### src/rtl/sh_dmac_nch_pkg.sv
// Shared types, register masks and address helpers for the SH7604-style DMA controller.
package SH7604_PKG;

  typedef struct packed {
    logic       ar;
    logic       rl;
    logic [1:0] dm;
    logic [1:0] sm;
    logic [1:0] ts;
    logic       ie;
    logic       te;
    logic       de;
  } CHCR_t;

  typedef struct packed {
    logic ae;
    logic pr;
    logic dme;
  } DMAOR_t;

  // TE and AE are excluded from the write masks: they are write-0-to-clear only.
  localparam logic [10:0] CHCR_INIT   = 11'h000;
  localparam logic [10:0] CHCR_WMASK  = 11'h7FD;
  localparam logic [10:0] CHCR_RMASK  = 11'h7FF;
  localparam logic [2:0]  DMAOR_INIT  = 3'b000;
  localparam logic [2:0]  DMAOR_WMASK = 3'b011;
  localparam logic [2:0]  DMAOR_RMASK = 3'b111;

  typedef enum logic [2:0] {IDLE, ARB, READ, WRITE, UPDATE} dma_state_t;

  function automatic logic [3:0] lane_be(input logic [1:0] a, input logic [1:0] ts);
    if (ts[1])      return 4'b1111;
    else if (ts[0]) return a[1] ? 4'b0011 : 4'b1100;
    else            return 4'b1000 >> a;
  endfunction

  function automatic logic misaligned(input logic [1:0] a, input logic [1:0] ts);
    return ts[1] ? (a != 2'b00) : (ts[0] & a[0]);
  endfunction

  function automatic logic [31:0] addr_step(input logic [31:0] a, input logic [1:0] mode,
                                            input logic [1:0] ts);
    logic [31:0] sz;
    sz = ts[1] ? 32'd4 : (ts[0] ? 32'd2 : 32'd1);
    case (mode)
      2'b01:   return a + sz;
      2'b10:   return a - sz;
      default: return a;
    endcase
  endfunction

  // Big-endian lane pick (address 0 is bits 31:24), then replicate across the bus.
  function automatic logic [31:0] lane_rep(input logic [31:0] d, input logic [1:0] a,
                                           input logic [1:0] ts);
    logic [7:0]  b;
    logic [15:0] h;
    case (a)
      2'd0:    b = d[31:24];
      2'd1:    b = d[23:16];
      2'd2:    b = d[15:8];
      default: b = d[7:0];
    endcase
    h = a[1] ? d[15:0] : d[31:16];
    if (ts[1])      return d;
    else if (ts[0]) return {2{h}};
    else            return {4{b}};
  endfunction

endpackage

### src/rtl/sh_dmac_nch_arb.sv
// Channel arbiter: fixed priority (ch0 highest) or round-robin starting after the last grant.
module sh_dmac_arb #(
  parameter  int CH_NUM = 2,
  localparam int CH_W   = (CH_NUM > 1) ? $clog2(CH_NUM) : 1
) (
  input  logic [CH_NUM-1:0] eligible,
  input  logic              pr,
  input  logic [CH_W-1:0]   last,
  output logic [CH_W-1:0]   grant,
  output logic              valid
);

  always_comb begin
    int idx;
    idx   = 0;
    grant = '0;
    valid = 1'b0;
    for (int i = 0; i < CH_NUM; i++) begin
      idx = pr ? ((int'(last) + 1 + i) % CH_NUM) : i;
      if (!valid && eligible[idx]) begin
        grant = CH_W'(idx);
        valid = 1'b1;
      end
    end
  end

endmodule

### src/rtl/sh_dmac_nch.sv
// Multi-channel cycle-steal DMA controller: register file, FSM and 32-bit bus master.
module sh_dmac_nch
  import SH7604_PKG::*;
#(
  parameter int CH_NUM = 2,
  parameter int TCR_W  = 24
) (
  input  logic              CLK,
  input  logic              RST_N,
  input  logic              CE,
  input  logic [CH_NUM-1:0] DREQ,
  output logic [CH_NUM-1:0] DACK,
  input  logic [7:0]        REG_A,
  input  logic [31:0]       REG_DI,
  input  logic              REG_WE,
  input  logic              REG_REQ,
  output logic [31:0]       REG_DO,
  output logic [31:0]       DBUS_A,
  output logic [31:0]       DBUS_DO,
  output logic [3:0]        DBUS_BA,
  output logic              DBUS_WE,
  output logic              DBUS_REQ,
  input  logic [31:0]       DBUS_DI,
  input  logic              DBUS_WAIT,
  output logic [CH_NUM-1:0] IRQ
);

  localparam int CH_W = (CH_NUM > 1) ? $clog2(CH_NUM) : 1;

  logic [31:0]      sar    [CH_NUM];
  logic [31:0]      dar    [CH_NUM];
  logic [TCR_W-1:0] tcr    [CH_NUM];
  logic [31:0]      sar_sh [CH_NUM];
  logic [31:0]      dar_sh [CH_NUM];
  logic [TCR_W-1:0] tcr_sh [CH_NUM];
  CHCR_t            chcr   [CH_NUM];
  DMAOR_t           dmaor;

  logic [CH_NUM-1:0] dreq_sync;
  logic [CH_NUM-1:0] te_clr;
  logic [CH_NUM-1:0] eligible;
  dma_state_t        state, state_nx;
  logic [CH_W-1:0]   ch, rr_last, arb_last, arb_grant;
  logic              rr_valid, arb_valid, arb_misal;
  logic [31:0]       xfer_data, rd_data;
  logic [TCR_W-1:0]  tcr_dec;
  logic              reg_rd, reg_wr, dmaor_hit;

  assign reg_rd    = REG_REQ & ~REG_WE;
  assign reg_wr    = REG_REQ & REG_WE;
  assign dmaor_hit = (REG_A == 8'(16 * CH_NUM));
  assign tcr_dec   = tcr[ch] - TCR_W'(1);

  always_comb begin
    eligible = '0;
    IRQ      = '0;
    for (int n = 0; n < CH_NUM; n++) begin
      eligible[n] = dmaor.dme & chcr[n].de & ~chcr[n].te & ~dmaor.ae &
                    (chcr[n].ar | dreq_sync[n]);
      IRQ[n]      = chcr[n].te & chcr[n].ie;
    end
  end

  // Before the first grant, pretend the last channel was served so the search starts at 0.
  assign arb_last = rr_valid ? rr_last : CH_W'(CH_NUM - 1);

  sh_dmac_arb #(.CH_NUM(CH_NUM)) u_arb (
    .eligible (eligible),
    .pr       (dmaor.pr),
    .last     (arb_last),
    .grant    (arb_grant),
    .valid    (arb_valid)
  );

  assign arb_misal = misaligned(sar[arb_grant][1:0], chcr[arb_grant].ts) |
                     misaligned(dar[arb_grant][1:0], chcr[arb_grant].ts);

  always_comb begin
    rd_data = '0;
    for (int n = 0; n < CH_NUM; n++) begin
      if (REG_A[7:4] == 4'(n) && REG_A[1:0] == 2'b00) begin
        case (REG_A[3:2])
          2'd0:    rd_data = sar[n];
          2'd1:    rd_data = dar[n];
          2'd2:    rd_data = 32'(tcr[n]);
          default: rd_data = 32'(chcr[n] & CHCR_RMASK);
        endcase
      end
    end
    if (dmaor_hit) rd_data = 32'(dmaor & DMAOR_RMASK);
  end

  always_ff @(posedge CLK or negedge RST_N) begin
    if (!RST_N) state <= IDLE;
    else if (CE) state <= state_nx;
  end

  always_comb begin
    state_nx = state;
    DBUS_REQ = 1'b0;
    DBUS_WE  = 1'b0;
    DBUS_A   = '0;
    DBUS_DO  = '0;
    DBUS_BA  = '0;
    DACK     = '0;
    case (state)
      IDLE:   if (|eligible) state_nx = ARB;
      ARB:    state_nx = (arb_valid && !arb_misal) ? READ : IDLE;
      READ: begin
        DBUS_REQ = 1'b1;
        DBUS_A   = sar[ch];
        DBUS_BA  = lane_be(sar[ch][1:0], chcr[ch].ts);
        DACK[ch] = 1'b1;
        if (!DBUS_WAIT) state_nx = WRITE;
      end
      WRITE: begin
        DBUS_REQ = 1'b1;
        DBUS_WE  = 1'b1;
        DBUS_A   = dar[ch];
        DBUS_DO  = xfer_data;
        DBUS_BA  = lane_be(dar[ch][1:0], chcr[ch].ts);
        DACK[ch] = 1'b1;
        if (!DBUS_WAIT) state_nx = UPDATE;
      end
      UPDATE: state_nx = IDLE;
      default: state_nx = IDLE;
    endcase
  end

  always_ff @(posedge CLK) begin
    if (CE && state == READ && !DBUS_WAIT)
      xfer_data <= lane_rep(DBUS_DI, sar[ch][1:0], chcr[ch].ts);
  end

  always_ff @(posedge CLK or negedge RST_N) begin
    if (!RST_N) begin
      for (int n = 0; n < CH_NUM; n++) begin
        sar[n]    <= '0;
        dar[n]    <= '0;
        tcr[n]    <= '0;
        sar_sh[n] <= '0;
        dar_sh[n] <= '0;
        tcr_sh[n] <= '0;
        chcr[n]   <= CHCR_t'(CHCR_INIT);
      end
      dmaor     <= DMAOR_t'(DMAOR_INIT);
      dreq_sync <= '0;
      te_clr    <= '0;
      ch        <= '0;
      rr_last   <= '0;
      rr_valid  <= 1'b0;
      REG_DO    <= '0;
    end else if (CE) begin
      dreq_sync <= DREQ;
      te_clr    <= '0;
      if (reg_rd) REG_DO <= rd_data;
      for (int n = 0; n < CH_NUM; n++)
        if (te_clr[n]) chcr[n].te <= 1'b0;

      if (state == ARB && arb_valid) begin
        if (arb_misal) dmaor.ae <= 1'b1;
        else begin
          ch       <= arb_grant;
          rr_last  <= arb_grant;
          rr_valid <= 1'b1;
        end
      end

      if (state == UPDATE) begin
        sar[ch] <= addr_step(sar[ch], chcr[ch].sm, chcr[ch].ts);
        dar[ch] <= addr_step(dar[ch], chcr[ch].dm, chcr[ch].ts);
        tcr[ch] <= tcr_dec;
        if (tcr_dec == '0) begin
          chcr[ch].te <= 1'b1;
          if (chcr[ch].rl) begin
            sar[ch]    <= sar_sh[ch];
            dar[ch]    <= dar_sh[ch];
            tcr[ch]    <= tcr_sh[ch];
            te_clr[ch] <= 1'b1;
          end
        end
      end

      // CPU writes come last so they override the UPDATE result.
      if (reg_wr) begin
        for (int n = 0; n < CH_NUM; n++) begin
          if (REG_A[7:4] == 4'(n) && REG_A[1:0] == 2'b00) begin
            case (REG_A[3:2])
              2'd0: begin sar[n] <= REG_DI; sar_sh[n] <= REG_DI; end
              2'd1: begin dar[n] <= REG_DI; dar_sh[n] <= REG_DI; end
              2'd2: begin tcr[n] <= REG_DI[TCR_W-1:0]; tcr_sh[n] <= REG_DI[TCR_W-1:0]; end
              default: chcr[n] <= CHCR_t'((REG_DI[10:0] & CHCR_WMASK) |
                                          {9'b0, chcr[n].te & REG_DI[1], 1'b0});
            endcase
          end
        end
        if (dmaor_hit)
          dmaor <= DMAOR_t'((REG_DI[2:0] & DMAOR_WMASK) | {dmaor.ae & REG_DI[2], 2'b00});
      end
    end
  end

endmodule

### config.mk
export PLATFORM = sky130hd
export DESIGN_NAME = sh_dmac_nch
export DESIGN_NICKNAME = d
export VERILOG_FILES = /design/src/rtl/sh_dmac_nch_pkg.sv /design/src/rtl/sh_dmac_nch_arb.sv /design/src/rtl/sh_dmac_nch.sv
export SDC_FILE = /design/constraint.sdc
export NUM_CORES = 2
export LEC_CHECK = 0
export CAP_MARGIN = 5
export CORE_MARGIN = 2
export CORE_UTILIZATION = 45
export DETAILED_ROUTE_END_ITERATION = 8
export DONT_BUFFER_PORTS = 1
export GPL_TIMING_DRIVEN = 0
export PLACE_DENSITY_LB_ADDON = 0.1
export SLEW_MARGIN = 20
export SYNTH_ARGS = -nofsm -noshare
export SYNTH_HDL_FRONTEND = slang
export SYNTH_HIERARCHICAL = 1
export SYNTH_SLANG_ARGS = --single-unit
### constraint.sdc
create_clock -name CLK -period 5.8 [get_ports CLK]
set_input_delay 0.29 -clock CLK [delete_from_list [all_inputs] [get_ports CLK]]
set_output_delay 0.29 -clock CLK [all_outputs]
set_load 0.005 [all_outputs]
==> reports/results.ini <==
[outcome]
status = finished, violations left
violations = negative hold slack

[synthesis]
synth_top_area_share_pct = 35.6
ys_types = 90
synth-simple-area-share_pct = 22.2
syn_avg_cell_area_um2 = 8.10
ys_seq_elements = 450
yosysSeqAreaShare_pct = 38.8
synth-xor-area-share_pct = 1.43
synthCells = 3632
synth_fa_ha_area_share_pct = 2.94
synth_top_family_by_area = compound AO/OA/AOI/OAI gates
synth_mux_area_share_pct = 7.24
yosys_warnings = 6
synthArstFlopShare_pct = 92.9
syn_area_mm2 = 0.0294
synth_area_leaders = dfrtp_1 (36%), nand2_1 (11%), o21ai_0 (5.0%)
synthesis.nets = 3780
synth-edff-count = 32
yosysTopAreaCell = dfrtp_1
synth_compound_area_share_pct = 22.8
ys.flop_type = dfrtp_1

[floorplan]
dieArea_mm2 = 0.0674
fp.dieH_um = 260
start_util_pct = 45.5
core_area_mm2 = 0.0646
pin_count = 186
num_rows = 93
die_w_um = 260

[worst_setup_path]
cp-start-kind = register
worstPathArrival_ns = 6.24
endpoint_kind = register
cp_max_fo = 14
criticalPathCategory = register to register
critical_path_required_ns = 6.33

[finish]
syn_to_final_growth_pct = 16.1
final_nets = 3944
ff_latch_area_mm2 = 0.0114
fin_util_pct = 52.9
drive_gt1_share_pct = 9.82
n_fill_cell = 6302
final_cell_mix = nand2_1 (888), dfrtp_1 (418), o21ai_0 (287)
final_area_mm2 = 0.0341
layout.cells.most_common = nand2_1
multi_input_area_mm2 = 0.0171

[clock_tree]
cts_tree = built
postCtsHoldBufs = 73
clkTransAtPathRegs_ns = 0.06
clock-root-buffer = clkbuf_16
clock_sinks = 450
clockBufferDepth = 3
h-tree-depth = 2
cts_made_buffers = 53
clk_latency_ns = 0.67

[hold_path]
hp-class = primary input to async pin

[timing]
tns_ns = 0
holdWs_ns = -0.642
finalHoldViolations = 418
drv_slew = 0
max_freq_ghz = 0.175
finalClockSkew_ns = 0.0492
period_share_pct = 98.4
rsz0062_at_grt = no
timing.slew.headroom_pct = 7.33
final.min_clock_period_ns = 5.71
finalSetupViolCount = 0
worstMarginPinSlew_ns = 1.39

[routing]
drc = 0
routedWlPerCell_um = 34.0
vias = 32400
viasPerCell = 6.88
drtPass1Iterations = 9
drt_iter0_markers = 5697
drtAntennaViolNets = 0
wl_um = 160000

[placement]
place_area_mm2 = 0.0306
portBuffers = 0
dp_hpwl_um = 117000
place.gp.congestion = 1.06

[grt]
grt_pass1_vias = 29300
grt_max_degree = 419
grtUsageTotal_pct = 46.3
antenna_found_initial = 7
grt_first_pass_wirelength_um = 221000
grt.overflow.total = 0

[pwr]
pwr-share-seq_pct = 41.9
power_density_mw_per_mm2 = 231
power_frac_clock_pct = 45.6
ir_drop_mv = 0.257
power_switching_uw = 2330
pwr-share-comb_pct = 12.5
internal-power_uw = 5560
switching_share_pct = 29.6
p_leak_uw = 0.0152

[flow_run]
max_cap_viol_count = 0

cell families (layout without fill, tap and decap cells):
kind of cell               after synthesis  count (layout)
DFF                                    450             450
buffers and inverters                  330             536
other                                    0              10
muxes                                  177             177
and+or+nand+nor                       1501            1501
adders and majority gates               68              68
xor gates and xnor gates                48              48
AOI/OAI and AO/OA                     1058            1058
layer usage:
layer	track usage [%]	routed length, um	up-vias	part of all wire (%)
li1	-	-	13300	-
met1	59.1	59100	15600	37
met2	63.7	63200	2804	39
met3	20.1	24800	656	15
met4	29.7	12900	0	8.0
met5	0	0	-	0
synth_stat cells, drive strengths merged, types with 53 or more instances:
| library cell | n |
|---|---|
| a211oi | 63 |
| buf | 68 |
| a31oi | 61 |
| clkbuf | 196 |
| and3 | 53 |
| nor2 | 238 |
| ha | 66 |
| a21oi | 211 |
| o22ai | 62 |
| nand3 | 56 |
| mux2 | 56 |
| nor3 | 68 |
| o211ai | 122 |
| mux2i | 98 |
| dfrtp | 418 |
| o21ai | 311 |
| nand2 | 890 |
| inv | 64 |
sequential cells by signal (all words and copies together) (netlist names):
name and cells:
sar_sh 64, sar 64, dmaor 3, tcr_sh 48, REG_DO 32, chcr 22, rr_last 1, xfer_data 32
rr_valid 1, dar 64, state 3, te_clr 2, dar_sh 64, tcr 48, dreq_sync 2
path summary, 6_finish.rpt:
kind                                                end                    from  cells after the start  slack, ns
worst max-delay path                dar[63]$_DFFE_PN0P_     rr_last$_DFFE_PN0P_                     23       0.09
worst min-delay path             tcr_sh[19]$_DFFE_PN0P_                   RST_N                      0      -0.64
worst max register to register      dar[63]$_DFFE_PN0P_     rr_last$_DFFE_PN0P_                     23       0.09
worst min register to register   tcr_sh[22]$_DFFE_PN0P_  tcr_sh[22]$_DFFE_PN0P_                      2       0.47
max in group asynchronous           sar[27]$_DFFE_PN0P_                   RST_N                      0       5.32
min in group CLK                xfer_data[15]$_DFFE_PP_             DBUS_DI[31]                      2       0.01
power groups by stage:
stage / sequential (uW) / clock [uW] / combinational (uW)
after floorplan: 3320 / 0 / 511
after global placement: 3350 / 0 / 828
after detailed placement: 3350 / 0 / 833
after CTS: 3290 / 3560 / 922
after global routing: 3300 / 3690 / 1020
final: 3300 / 3600 / 990
worst max-delay path, cell delays in order (launching register included):
cell and delay, ns:
dfrtp_1 0.34, buf_6 0.18, buf_16 0.18, buf_12 0.17
buf_12 0.15, buf_12 0.16, buf_12 0.19, buf_16 0.20
buf_16 0.16, buf_16 0.16, mux2i_4 0.26, ha_4 0.31
clkbuf_16 0.25, ha_1 0.30, o21ai_2 0.42, a21oi_1 0.15
o211ai_1 0.23, a21o_1 0.21, a2111o_1 0.18, nand4_1 0.25
and3_1 0.25, or4_1 0.50, a31oi_1 0.20, o21ai_0 0.09
metrics by stage:
stage | setup WS [ns] | std cells | power, uW
after global placement | -4.05 | 4487 | 4180
after global routing | 0.0249 | 4694 | 8010
after detailed placement | -3.98 | 4495 | 4180
final | 0.0922 | 4703 | 7890
after floorplan | 0.0397 | 3632 | 3830
after CTS | -0.00276 | 4685 | 7770
layout make-up:
class | instances | share of cell area (%)
Clock inverter | 24 | 0.839
Sequential cell | 450 | 33.5
Timing Repair Buffer | 117 | 3.11
Buffer | 256 | 4.19
Antenna cell | 10 | 0.0733
Multi-Input combinational cell | 2852 | 50.0
Clock buffer | 73 | 4.49
Inverter | 66 | 0.737
Tap cell | 855 | 3.13
what timing repair did:
| action | CTS | global route |
|---|---|---|
| setup buffers | 26 | 9 |
| cloned | 0 | 1 |
| hold endpoints to repair | 585 | 418 |
| pin swaps | 18 | 11 |
| resized for setup | 164 | 22 |
| setup endpoints to repair | 183 | 174 |
(Power assumes the default switching activity.)
